`config.mk`:
```
export PLATFORM = sky130hd
export DESIGN_NAME = fir_output_level_meter
export DESIGN_NICKNAME = d
export VERILOG_FILES = /design/src/rtl/fir_output_level_meter.sv
export SDC_FILE = /design/constraint.sdc
export NUM_CORES = 1
export LEC_CHECK = 0
export BUFFER_PORTS_ARGS = -buffer_cell sky130_fd_sc_hd__buf_2
export CAP_MARGIN = 15
export CORE_UTILIZATION = 55
export DETAILED_ROUTE_END_ITERATION = 16
export PLACE_DENSITY_LB_ADDON = 0.2
export SLEW_MARGIN = 5
export SYNTH_ARGS = -nofsm -noshare
export SYNTH_HDL_FRONTEND = slang
export SYNTH_SLANG_ARGS = --single-unit
```
`constraint.sdc`:
```
create_clock -name clk -period 5.7 [get_ports clk]
set_input_delay 0.285 -clock clk [delete_from_list [all_inputs] [get_ports clk]]
set_output_delay 0.285 -clock clk [all_outputs]
set_load 0.02 [all_outputs]
```
`src/rtl/fir_output_level_meter.sv`:
```
// fir_output_level_meter: windowed max/min/mean-|x|/clip-count statistics on the FIR output stream.
module fir_output_level_meter #(
  parameter int DATA_WIDTH = 32,
  parameter int WINDOW_LOG2 = 10,
  parameter logic [DATA_WIDTH-1:0] CLIP_LEVEL = DATA_WIDTH'(64'd1 << 30)
) (
  input  logic                         clk,
  input  logic                         rst,
  input  logic                         start,
  input  logic                         sample_valid,
  input  logic signed [DATA_WIDTH-1:0] data_in,
  output logic                         busy,
  output logic                         done,
  output logic                         result_valid,
  output logic signed [DATA_WIDTH-1:0] max_out,
  output logic signed [DATA_WIDTH-1:0] min_out,
  output logic        [DATA_WIDTH-1:0] mean_abs_out,
  output logic        [WINDOW_LOG2:0]  clip_count
);
  typedef enum logic [1:0] {IDLE, ACCUM, FINISH} state_t;
  localparam logic signed [DATA_WIDTH-1:0] POS_MAX = {1'b0, {(DATA_WIDTH-1){1'b1}}};
  localparam logic signed [DATA_WIDTH-1:0] NEG_MAX = {1'b1, {(DATA_WIDTH-1){1'b0}}};
  state_t state, state_nxt;
  logic begin_win, accept, last;
  logic [DATA_WIDTH-1:0] mag;
  logic signed [DATA_WIDTH-1:0] run_max, run_min;
  logic [DATA_WIDTH+WINDOW_LOG2-1:0] abs_sum;
  logic [WINDOW_LOG2:0] clip_acc;
  logic [WINDOW_LOG2-1:0] cnt;
  assign busy = (state != IDLE);
  // Two's-complement negate in DATA_WIDTH unsigned bits keeps |most-negative| exact.
  always_comb begin
    begin_win = (state == IDLE) && start;
    accept = (state == ACCUM) && sample_valid;
    last = accept && (&cnt);
    mag = data_in[DATA_WIDTH-1] ? (~data_in + 1'b1) : data_in;
    state_nxt = begin_win ? ACCUM : last ? FINISH : (state == FINISH) ? IDLE : state;
  end
  always_ff @(posedge clk or negedge rst) begin
    if (!rst) state <= IDLE;
    else state <= state_nxt;
  end
  always_ff @(posedge clk or negedge rst) begin
    if (!rst) begin
      run_max <= '0;
      run_min <= '0;
      abs_sum <= '0;
      clip_acc <= '0;
      cnt <= '0;
    end else if (begin_win) begin
      run_max <= NEG_MAX;
      run_min <= POS_MAX;
      abs_sum <= '0;
      clip_acc <= '0;
      cnt <= '0;
    end else if (accept) begin
      run_max <= (data_in > run_max) ? data_in : run_max;
      run_min <= (data_in < run_min) ? data_in : run_min;
      abs_sum <= abs_sum + (DATA_WIDTH+WINDOW_LOG2)'(mag);
      clip_acc <= clip_acc + (WINDOW_LOG2+1)'(mag >= CLIP_LEVEL);
      cnt <= cnt + 1'b1;
    end
  end
  always_ff @(posedge clk or negedge rst) begin
    if (!rst) begin
      done <= 1'b0;
      result_valid <= 1'b0;
      max_out <= '0;
      min_out <= '0;
      mean_abs_out <= '0;
      clip_count <= '0;
    end else begin
      done <= (state == FINISH);
      result_valid <= (state == FINISH) ? 1'b1 : begin_win ? 1'b0 : result_valid;
      if (state == FINISH) begin
        max_out <= run_max;
        min_out <= run_min;
        mean_abs_out <= abs_sum[DATA_WIDTH+WINDOW_LOG2-1:WINDOW_LOG2];
        clip_count <= clip_acc;
      end
    end
  end
endmodule

```
==> results of run 1 <==
[worst max-delay path, stage by stage]
cell,delay (ps)
buf_2,140
or3_4,400
or3_1,340
or3_1,380
or4_1,580
o21ai_0,230
xnor2_1,150
ha_1,340
a21oi_1,230
nand2_1,70
a221oi_1,360
nor2_1,100
a21oi_1,300
nand4_1,140
a31oi_1,550
o21ai_0,180
a21oi_1,180
[placed cells by master (no fill, tap or decap), types with 4 or more instances in the layout]
master,count
nor2_1,116
clkinv_2,7
dfrtp_1,238
nand2_1,274
nor4_1,4
or4_1,4
o211ai_1,5
mux2_2,30
o31ai_1,13
clkinvlp_4,4
nor3_1,9
nand3_1,18
buf_4,11
xnor2_1,44
o21bai_1,5
clkbuf_16,26
or3_1,13
xor2_1,27
nand4_1,24
nand2b_1,7
a22o_1,8
ha_1,103
and4_1,4
a21oi_1,56
buf_2,144
a31oi_1,35
clkbuf_8,5
and3_1,6
a21o_1,29
o21ai_0,134
inv_1,80
nor2b_1,6
[logic make-up after synthesis]
group	share of synthesized area, %
AO/OA/AOI/OAI	14.9
flip-flops	46.3
adder cells (fa/ha/maj)	10.2
AND/OR/NAND/NOR	17.0
buffers and inverters	3.94
XOR/XNOR	4.83
multiplexers	2.86
[sequential cells by signal (all words and copies together) (netlist names)]
register      flops
result_valid      1
done              1
clip_acc         11
run_max          32
run_min          32
cnt              10
clip_count       11
state             2
mean_abs_out     32
abs_sum          42
min_out          32
max_out          32
[how the worst min path moves through the flow]
stage                          to  slack [ps]  cells past startpoint
finish                 run_min[1]          70                      3
global route           run_min[1]          50                      3
CTS                    run_min[1]          50                      3
detailed placement  clip_count[4]         400                      1
global placement    clip_count[4]         400                      1
floorplan              abs_sum[0]         -10                      0
[metal layers]
layer / routed length [µm] / GRT usage, %
met1: 13800 / 35.7
met2: 14900 / 45.0
met3: 1530 / 3.01
met4: 655 / 6.74
met5: 0 / 0
[what timing repair did]
action | 4_1_cts | 5_1_grt
hold buffers | 1 | 0
endpoints found under the setup margin | 0 | 0
hold endpoints to repair | 110 | 0
[cell type report]
class                           instances  area (µm²)
Sequential cell                       238        5960
Multi-Input combinational cell       1029        6430
Fill cell                            1892        8040
Tap cell                              313         392
Timing Repair Buffer                  157         828
Inverter                               81         304
Clock inverter                         14         101
Clock buffer                           33         727
[through the flow]
step           std cells  util (%)
2_1_floorplan       1402         -
4_1_cts             1865      64.7
3_5_place_dp        1817      61.0
3_3_place_gp        1817      61.0
5_1_grt             1865      64.7
6_report            1865      64.7
[power by group through the flow]
stage	sequential, W	combinational, W	clock (W)
CTS	0.00229	0.00245	0.00164
global route	0.00234	0.00277	0.00170
detailed placement	0.00232	0.00242	0
global placement	0.00231	0.00236	0
finish	0.00229	0.00244	0.00161
floorplan	0.00225	0.00188	0
==> run metrics, run 1 <==
die area=24,000 µm²; hold crit path type=in -> reg; Worst Setup EP=abs_sum[36]; Post-synth EDFFs=0; PnR Total Power=0.00634 W; Syn. warnings=0; first-pass GRT wire length=50.6 mm; Worst Hold Launch=data_in[1]; Worst Path Arrival=4940 ps; pre-CTS WS=696 ps; Initial DRC Count=637; vias=10,400; leakage power=7.63 nW; maxcap violations=0; post-DR wirelength/cell=16.6 µm; Reg2Reg Setup Slack=2090 ps; PortBufs=145; top cell type's share of synthesized area=46.3%; R2R Path End=run_max[9]; TritonCTS Buffers=26; Die Wd=155 µm; Min Clock Period, post-route=4500 ps; CTS tree=yes; Crit Path Category=in -> reg; htree depth=1; clock group share of total power=25.3%; Comb power frac=38.5%; most area-hungry cell type in the Yosys netlist=dfrtp_1; Final WS setup=1200 ps; Final Slew Violations=0; Core ar.=22,800 µm²; Psw=0.00232 W; Area contributors post-synth=dfrtp_1, ha_1, nand2_1, o21ai_0, nor2_1; Power Dens Cells=430 nW/µm²; Pint=0.00402 W; Worst EP required=6140 ps; Final GP Congestion=0.854; reg2reg start=run_max[1]; initial antenna violation count=0; chip height=155 µm; critical path peak fanout=10; post-CTS setup buffers=0; Starting Density=56.5%; GRT Overall Usage=26.3%; cell area after layout=14,700 µm²; Seq/Total Area, Yosys=46.3%; most common cell in the netlist=nand2_1; Net Sw Frac=36.6%; FFs w/ async S/R, synth=100%; setup TNS=0 ps; share of total power in sequential cells=36.2%; clock latency at the later pin of the worst-skew pair=540 ps; # DRC=0; post-CTS sizing=0; Mapped Cells=1,402; Cell variety after synth=60; CTS Sinks=238; post-synthesis register bit count=238; Top FF cell, synth=dfrtp_1; final hold violations=0; Syn-to-layout area delta=14.6%; DR pass1 iterations=5; Cell Rows=55; clk_skew=18.1 ps; fmax=222 MHz; Critical Path Start=data_in[8]; WL final=30.9 mm; Antenna Violating Nets Remaining=0; Worst VDD drop=0.257 mV; Inserted Diodes=0; Min Hold Slack=65.6 ps; worst-margin pin slew=888 ps; Final setup viols=0; vias in the first global route=9,990; R2R cell count=12; mapped cell area=12,900 µm²; Overflow after GRT=0; status=complete, no violations; top post-synthesis cells by count=nand2_1, dfrtp_1, o21ai_0, nor2_1, ha_1; pin count of the biggest net entering global routing=113; fraction of layout cells with a size suffix above 1=15.9%; syn_area_per_cell=9.17 µm²; Ports=146; Via density=5.57; Max clock buf depth=3; Net Count, Synth=1,542; Critical Path Sink Type=flop; Net count, final=1,673; Clock Tree Root=clkbuf_16; Post-DP HPWL=22.0 mm; Final period util=79.0%; area post-placement=13,900 µm²; Worst Setup Start Kind=primary input; Max-slew headroom=40.8%; Reg clk slew, reported paths=60 ps; RSZ-0062 raised after global routing=false
(Power assumes the default switching activity.)
==> inputs of run 2 (changes only) <==
--- a/config.mk
+++ b/config.mk
@@ -7,7 +7,7 @@
 export LEC_CHECK = 0
 export BUFFER_PORTS_ARGS = -buffer_cell sky130_fd_sc_hd__buf_2
 export CAP_MARGIN = 15
-export CORE_UTILIZATION = 55
+export CORE_UTILIZATION = 54
 export DETAILED_ROUTE_END_ITERATION = 16
 export PLACE_DENSITY_LB_ADDON = 0.2
 export SLEW_MARGIN = 5
==> constraint.sdc (replaced) <==
create_clock -name clk -period 4.02 [get_ports clk]
set_input_delay 0.201 -clock clk [delete_from_list [all_inputs] [get_ports clk]]
set_output_delay 0.201 -clock clk [all_outputs]
set_load 0.02 [all_outputs]
==> run metrics, run 2 (synthesized netlist as in run 1, its figures left out) <==
Reg with most FFs=abs_sum (unchanged); DR pass1 iterations=5 (unchanged); Max clock buf depth=3 (unchanged); Crit Path Category=in -> reg (unchanged); status=complete, no violations (unchanged); Net Sw Frac=35.6% (was 36.6%); fmax=256 MHz; DR WL met3=1.52 mm (was 1.53 mm); FF+latch area=5960 µm² (unchanged); initial antenna violation count=0 (unchanged); Ports=146 (unchanged); CTS tree=yes (unchanged); Clock Tree Root=clkbuf_16 (unchanged); # DRC=0 (unchanged); R2R cell count=12 (unchanged); Min Clock Period, post-route=3910 ps; Final Core Density=67.4% (was 64.7%); Final Slew Violations=0 (unchanged); Reg clk slew, reported paths=60 ps (about the same); Inserted Diodes=0 (unchanged); cell area after layout=15,800 µm² (was 14,700 µm²); Antenna Violating Nets Remaining=0 (unchanged); clock latency at the later pin of the worst-skew pair=540 ps (about the same); Cell Rows=56 (was 55); WL final=32.6 mm (was 30.9 mm); Psw=0.00349 W (was 0.00232 W); Initial DRC Count=636 (was 637); Comb power frac=41.6% (was 38.5%); Max-slew headroom=44.0% (was 40.8%); met2 wire length=15.8 mm (was 14.9 mm); first-pass GRT wire length=53.2 mm (was 50.6 mm); Critical Path Sink Type=flop (unchanged); maxcap violations=0 (unchanged); Final setup viols=0 (unchanged); Worst EP required=4480 ps (was 6140 ps); Final GP Congestion=0.861 (was 0.854); max FFs per register=42 (unchanged); pin count of the biggest net entering global routing=171 (was 113); area post-placement=14,700 µm² (was 13,900 µm²); RSZ-0062 raised after global routing=true (was false); share of total power in sequential cells=33.2% (was 36.2%); Reg2Reg Setup Slack=620 ps (was 2090 ps); Worst Setup Start Kind=primary input (unchanged); Pint=0.00631 W (was 0.00402 W); final hold violations=0 (unchanged); hold crit path type=in -> reg (unchanged); PortBufs=145 (unchanged); Power Dens Cells=622 nW/µm² (was 430 nW/µm²); Post-DP HPWL=23.2 mm (was 22.0 mm); critical path peak fanout=5 (was 10); commonest non-fill, non-tap cell in the layout=nand2_1 (unchanged); Syn-to-layout area delta=22.6% (was 14.6%); clk_skew=17.8 ps (was 18.1 ps); M1 wire length=14.4 mm (was 13.8 mm); leakage power=8.18 nW (was 7.63 nW); post-DR wirelength/cell=16.6 µm (about the same); Via density=5.51 (was 5.57); Worst VDD drop=0.325 mV (was 0.257 mV); worst-margin pin slew=841 ps (was 888 ps); worst hold path depth=3 (unchanged); Fill cells=1,926 (was 1,892); clock group share of total power=25.2% (was 25.3%); Die Wd=156 µm (was 155 µm); CTS Sinks=238 (unchanged); vias=10,800 (was 10,400); Final period util=97.2%; vias in the first global route=10,700 (was 9,990); Starting Density=55.0% (was 56.5%); die area=24,400 µm² (was 24,000 µm²); most frequent cells in the layout=nand2_1, dfrtp_1, buf_2 (unchanged); GRT Overall Usage=27.3% (was 26.3%); chip height=156 µm (was 155 µm); htree depth=1 (unchanged); fraction of layout cells with a size suffix above 1=22.1% (was 15.9%); area occupied by multi-input gates=6610 µm² (was 6430 µm²); Overflow after GRT=0 (unchanged); Net count, final=1,770 (was 1,673); top routing layer in use=met4 (unchanged); TritonCTS Buffers=26 (unchanged); Worst Path Arrival=4360 ps (was 4940 ps); Core ar.=23,400 µm² (was 22,800 µm²)
-- run 2: changes by cell type in the layout (fill, tap and decap cells not counted), sizes merged --
cell      change
bufinv        +3
buf          +96
clkinv        -4
a31oi         +1
inv           -1
clkbuf        +4
clkinvlp      -2
-- run 2: timing repair --
| action | 4_1_cts | 5_1_grt |
|---|---|---|
| pin swaps | 1 | 19 |
| setup endpoints to repair | 1 | 16 |
| hold buffers | 1 | 0 |
| gates resized for setup | 0 | 32 |
| setup buffers | 0 | 3 |
| endpoints found under the hold margin | 106 | 0 |
| gates cloned | 0 | 1 |
-- run 2: final timing paths --
kind                               startpoint             to
worst min register to register  clip_count[6]  clip_count[6]
worst min-delay path              data_in[29]    run_min[29]
min in group asynchronous                 rst  clip_count[8]
worst max register to register     run_max[1]    run_max[11]
max in group asynchronous                 rst    min_out[19]
worst max-delay path               data_in[8]    abs_sum[32]
-- run 2: cell type report --
| cell class | instances | share of cell area (%) |
|---|---|---|
| sequential | 238 | 37.8 |
| clock buffer | 37 | 4.77 |
| inverter | 81 | 1.93 |
| tap | 319 | 2.53 |
| clock inverter | 10 | 0.897 |
| multi-input combinational | 1030 | 41.9 |
| timing repair buffer | 253 | 10.2 |
-- run 2: metal layers --
layer / vias up / GRT usage [%]
li1: 5292 / -
met1: 5218 / 35.6
met2: 283 / 46.8
met3: 56 / 3.46
met4: 0 / 9.24
met5: - / 0
-- run 2: power by group through the flow --
stage | combinational, W | clock [W] | sequential [W]
after floorplan | 0.00268 | 0 | 0.00319
after global placement | 0.00378 | 0 | 0.00328
after detailed placement | 0.00391 | 0 | 0.00329
after CTS | 0.00396 | 0.00252 | 0.00325
after global routing | 0.00456 | 0.00260 | 0.00332
final | 0.00408 | 0.00248 | 0.00325
-- run 2: worst max-delay path: stages --
cell,delay (ps)
buf_2,110
or3_4,380
or3_4,370
or3_4,340
or4_4,490
or3_4,410
o41ai_4,220
xnor2_1,130
ha_1,370
buf_4,150
nand3_1,90
nor2_1,90
o211ai_1,150
nand4_1,130
buf_4,150
a31oi_4,100
or3_1,340
a21oi_1,150
-- run 2: per-stage QoR --
step | std cells | setup TNS [ps] | hold slack, ps | worst slack (ps) | power, W
2_1_floorplan | 1402 | -816 | -94.6 | -133 | 0.00587
3_3_place_gp | 1916 | -5790 | 314 | -413 | 0.00706
3_5_place_dp | 1916 | -7960 | 321 | -553 | 0.00720
4_1_cts | 1964 | 0 | 6.36 | 16.1 | 0.00973
5_1_grt | 1968 | -131 | 26.2 | -42.5 | 0.0105
6_report | 1968 | 0 | 23.5 | 112 | 0.00981
==> inputs of run 3 (changes only) <==
--- a/config.mk
+++ b/config.mk
@@ -9,6 +9,7 @@
 export CAP_MARGIN = 15
 export CORE_UTILIZATION = 54
 export DETAILED_ROUTE_END_ITERATION = 16
+export MAX_ROUTING_LAYER = met4
 export PLACE_DENSITY_LB_ADDON = 0.2
 export SLEW_MARGIN = 5
 export SYNTH_ARGS = -nofsm -noshare
==> run metrics, run 3 (synthesized netlist as in run 1, its figures left out) <==
Max-slew headroom=35.8% (was 44.0%); Worst Setup Start Kind=primary input (unchanged); Worst VDD drop=0.290 mV (was 0.325 mV); Final Slew Violations=0 (unchanged); PortBufs=145 (unchanged); clock latency at the later pin of the worst-skew pair=530 ps (was 540 ps); placed insts=1,916 (unchanged); Post-DP HPWL=23.7 mm (was 23.2 mm); Starting Density=55.0% (unchanged); final hold violations=0 (unchanged); DR pass1 iterations=5 (unchanged); Clock Tree Root=clkbuf_16 (unchanged); fraction of layout cells with a size suffix above 1=22.3% (was 22.1%); pre-CTS WS=-541 ps (was -553 ps); Reg clk slew, reported paths=60 ps (about the same); Worst Path Arrival=4380 ps (was 4360 ps); Min Clock Period, post-route=3920 ps (was 3910 ps); htree depth=1 (unchanged); Final Core Density=67.6% (was 67.4%); Final GP Congestion=0.889 (was 0.861); die area=24,400 µm² (unchanged); leakage power=8.22 nW (was 8.18 nW); commonest non-fill, non-tap cell in the layout=nand2_1 (unchanged); vias=10,800 (about the same); GRT Overall Usage=28.6% (was 27.3%); maxcap violations=0 (unchanged); Overflow after GRT=0 (unchanged); Min Hold Slack=41.7 ps (was 23.5 ps); Inserted Diodes=0 (unchanged); # DRC=0 (unchanged); max FFs per register=42 (unchanged); Max clock buf depth=3 (unchanged); Worst EP required=4480 ps (about the same); CTS tree=yes (unchanged); Reg with most FFs=abs_sum (unchanged); Core ar.=23,400 µm² (unchanged); most frequent cells in the layout=nand2_1, dfrtp_1, buf_2 (unchanged); chip height=156 µm (unchanged); Ports=146 (unchanged); fmax=255 MHz (was 256 MHz); CTS Sinks=238 (unchanged); Cell Rows=56 (unchanged); post-DR wirelength/cell=16.9 µm (was 16.6 µm); Layout Cells excl Fill=1,968 (unchanged); first-pass GRT wire length=53.9 mm (was 53.2 mm); hold crit path type=in -> reg (unchanged); Power Dens Cells=631 nW/µm² (was 622 nW/µm²); Initial DRC Count=579 (was 636); TritonCTS Buffers=26 (unchanged); status=complete, no violations (unchanged); Final WS setup=97.1 ps (was 112 ps); Syn-to-layout area delta=23.0% (was 22.6%); clk_skew=12.9 ps (was 17.8 ps); worst-margin pin slew=963 ps (was 841 ps); pin count of the biggest net entering global routing=142 (was 171); critical path peak fanout=5 (unchanged); Antenna Violating Nets Remaining=0 (unchanged); PnR Total Power=0.00998 W (was 0.00981 W); Via density=5.49 (was 5.51); Crit Path Category=in -> reg (unchanged); Die Wd=156 µm (unchanged); WL final=33.2 mm (was 32.6 mm); Final setup viols=0 (unchanged); initial antenna violation count=0 (unchanged); Critical Path Sink Type=flop (unchanged); Final period util=97.6% (was 97.2%); vias in the first global route=10,700 (about the same); Net count, final=1,769 (was 1,770)
run 3: cell count changes in the layout (fill, tap and decap cells not counted), sizes merged:
cell and change:
bufinv +2, clkinv +2, buf -1, clkbuf -2
clkinvlp -1
run 3: layout make-up:
type                            count  area, µm²
Tap cell                          319        399
Inverter                           81        304
Timing Repair Buffer              252       1610
Sequential cell                   238       5960
Fill cell                        1899       7590
Multi-Input combinational cell   1030       6600
Clock buffer                       35        746
Clock inverter                     13        196
run 3: worst max-delay path: stages:
cell and delay (ps):
buf_2 100, or3_4 380, or3_4 370, or3_4 340
or4_4 490, or3_4 400, or2_4 280, o31ai_4 170
xnor2_1 170, ha_1 300, a21o_1 190, a21oi_1 200
nand4_1 140, buf_6 160, a31oi_4 180, o21ai_0 140
a21oi_2 150
run 3: power by group:
group	leakage, nW	total (W)	switching [W]	internal [W]
clock	0.465	0.00261	0.000993	0.00162
combinational	4.70	0.00411	0.00222	0.00190
sequential	3.06	0.00326	0.000316	0.00294
total	8.22	0.00998	0.00352	0.00646
run 3: per-stage QoR:
step           TNS (ps)  area (µm²)
2_1_floorplan      -816       12900
3_3_place_gp      -5560       14700
3_5_place_dp      -7700       14700
4_1_cts               0       15700
5_1_grt            -173       15800
6_report              0       15800
run 3: per-layer routing:
metal / part of all wire (%) / GRT usage, %
met5: 0 / -
met2: 48 / 47.1
met1: 44 / 36.2
met4: 3.3 / 10.4
met3: 4.7 / 3.79
run 3: repair_timing:
| action | CTS | global route |
|---|---|---|
| setup endpoints to repair | 0 | 15 |
| resized for setup | 0 | 33 |
| endpoints found under the hold margin | 119 | 0 |
| hold buffers | 1 | 0 |
| buffers inserted | 0 | 2 |
run 3: worst paths after layout:
kind / endpoint / depth (start not counted) / slack [ps] / start
min reg2reg: clip_count[4] / 2 / 470 / clip_count[4]
max in group asynchronous: run_max[17] / 3 / 2750 / rst
max: abs_sum[36] / 17 / 100 / data_in[8]
min in group asynchronous: clip_count[5] / 2 / 340 / rst
max reg2reg: run_max[4] / 12 / 590 / run_max[1]
min: run_min[22] / 3 / 40 / data_in[22]
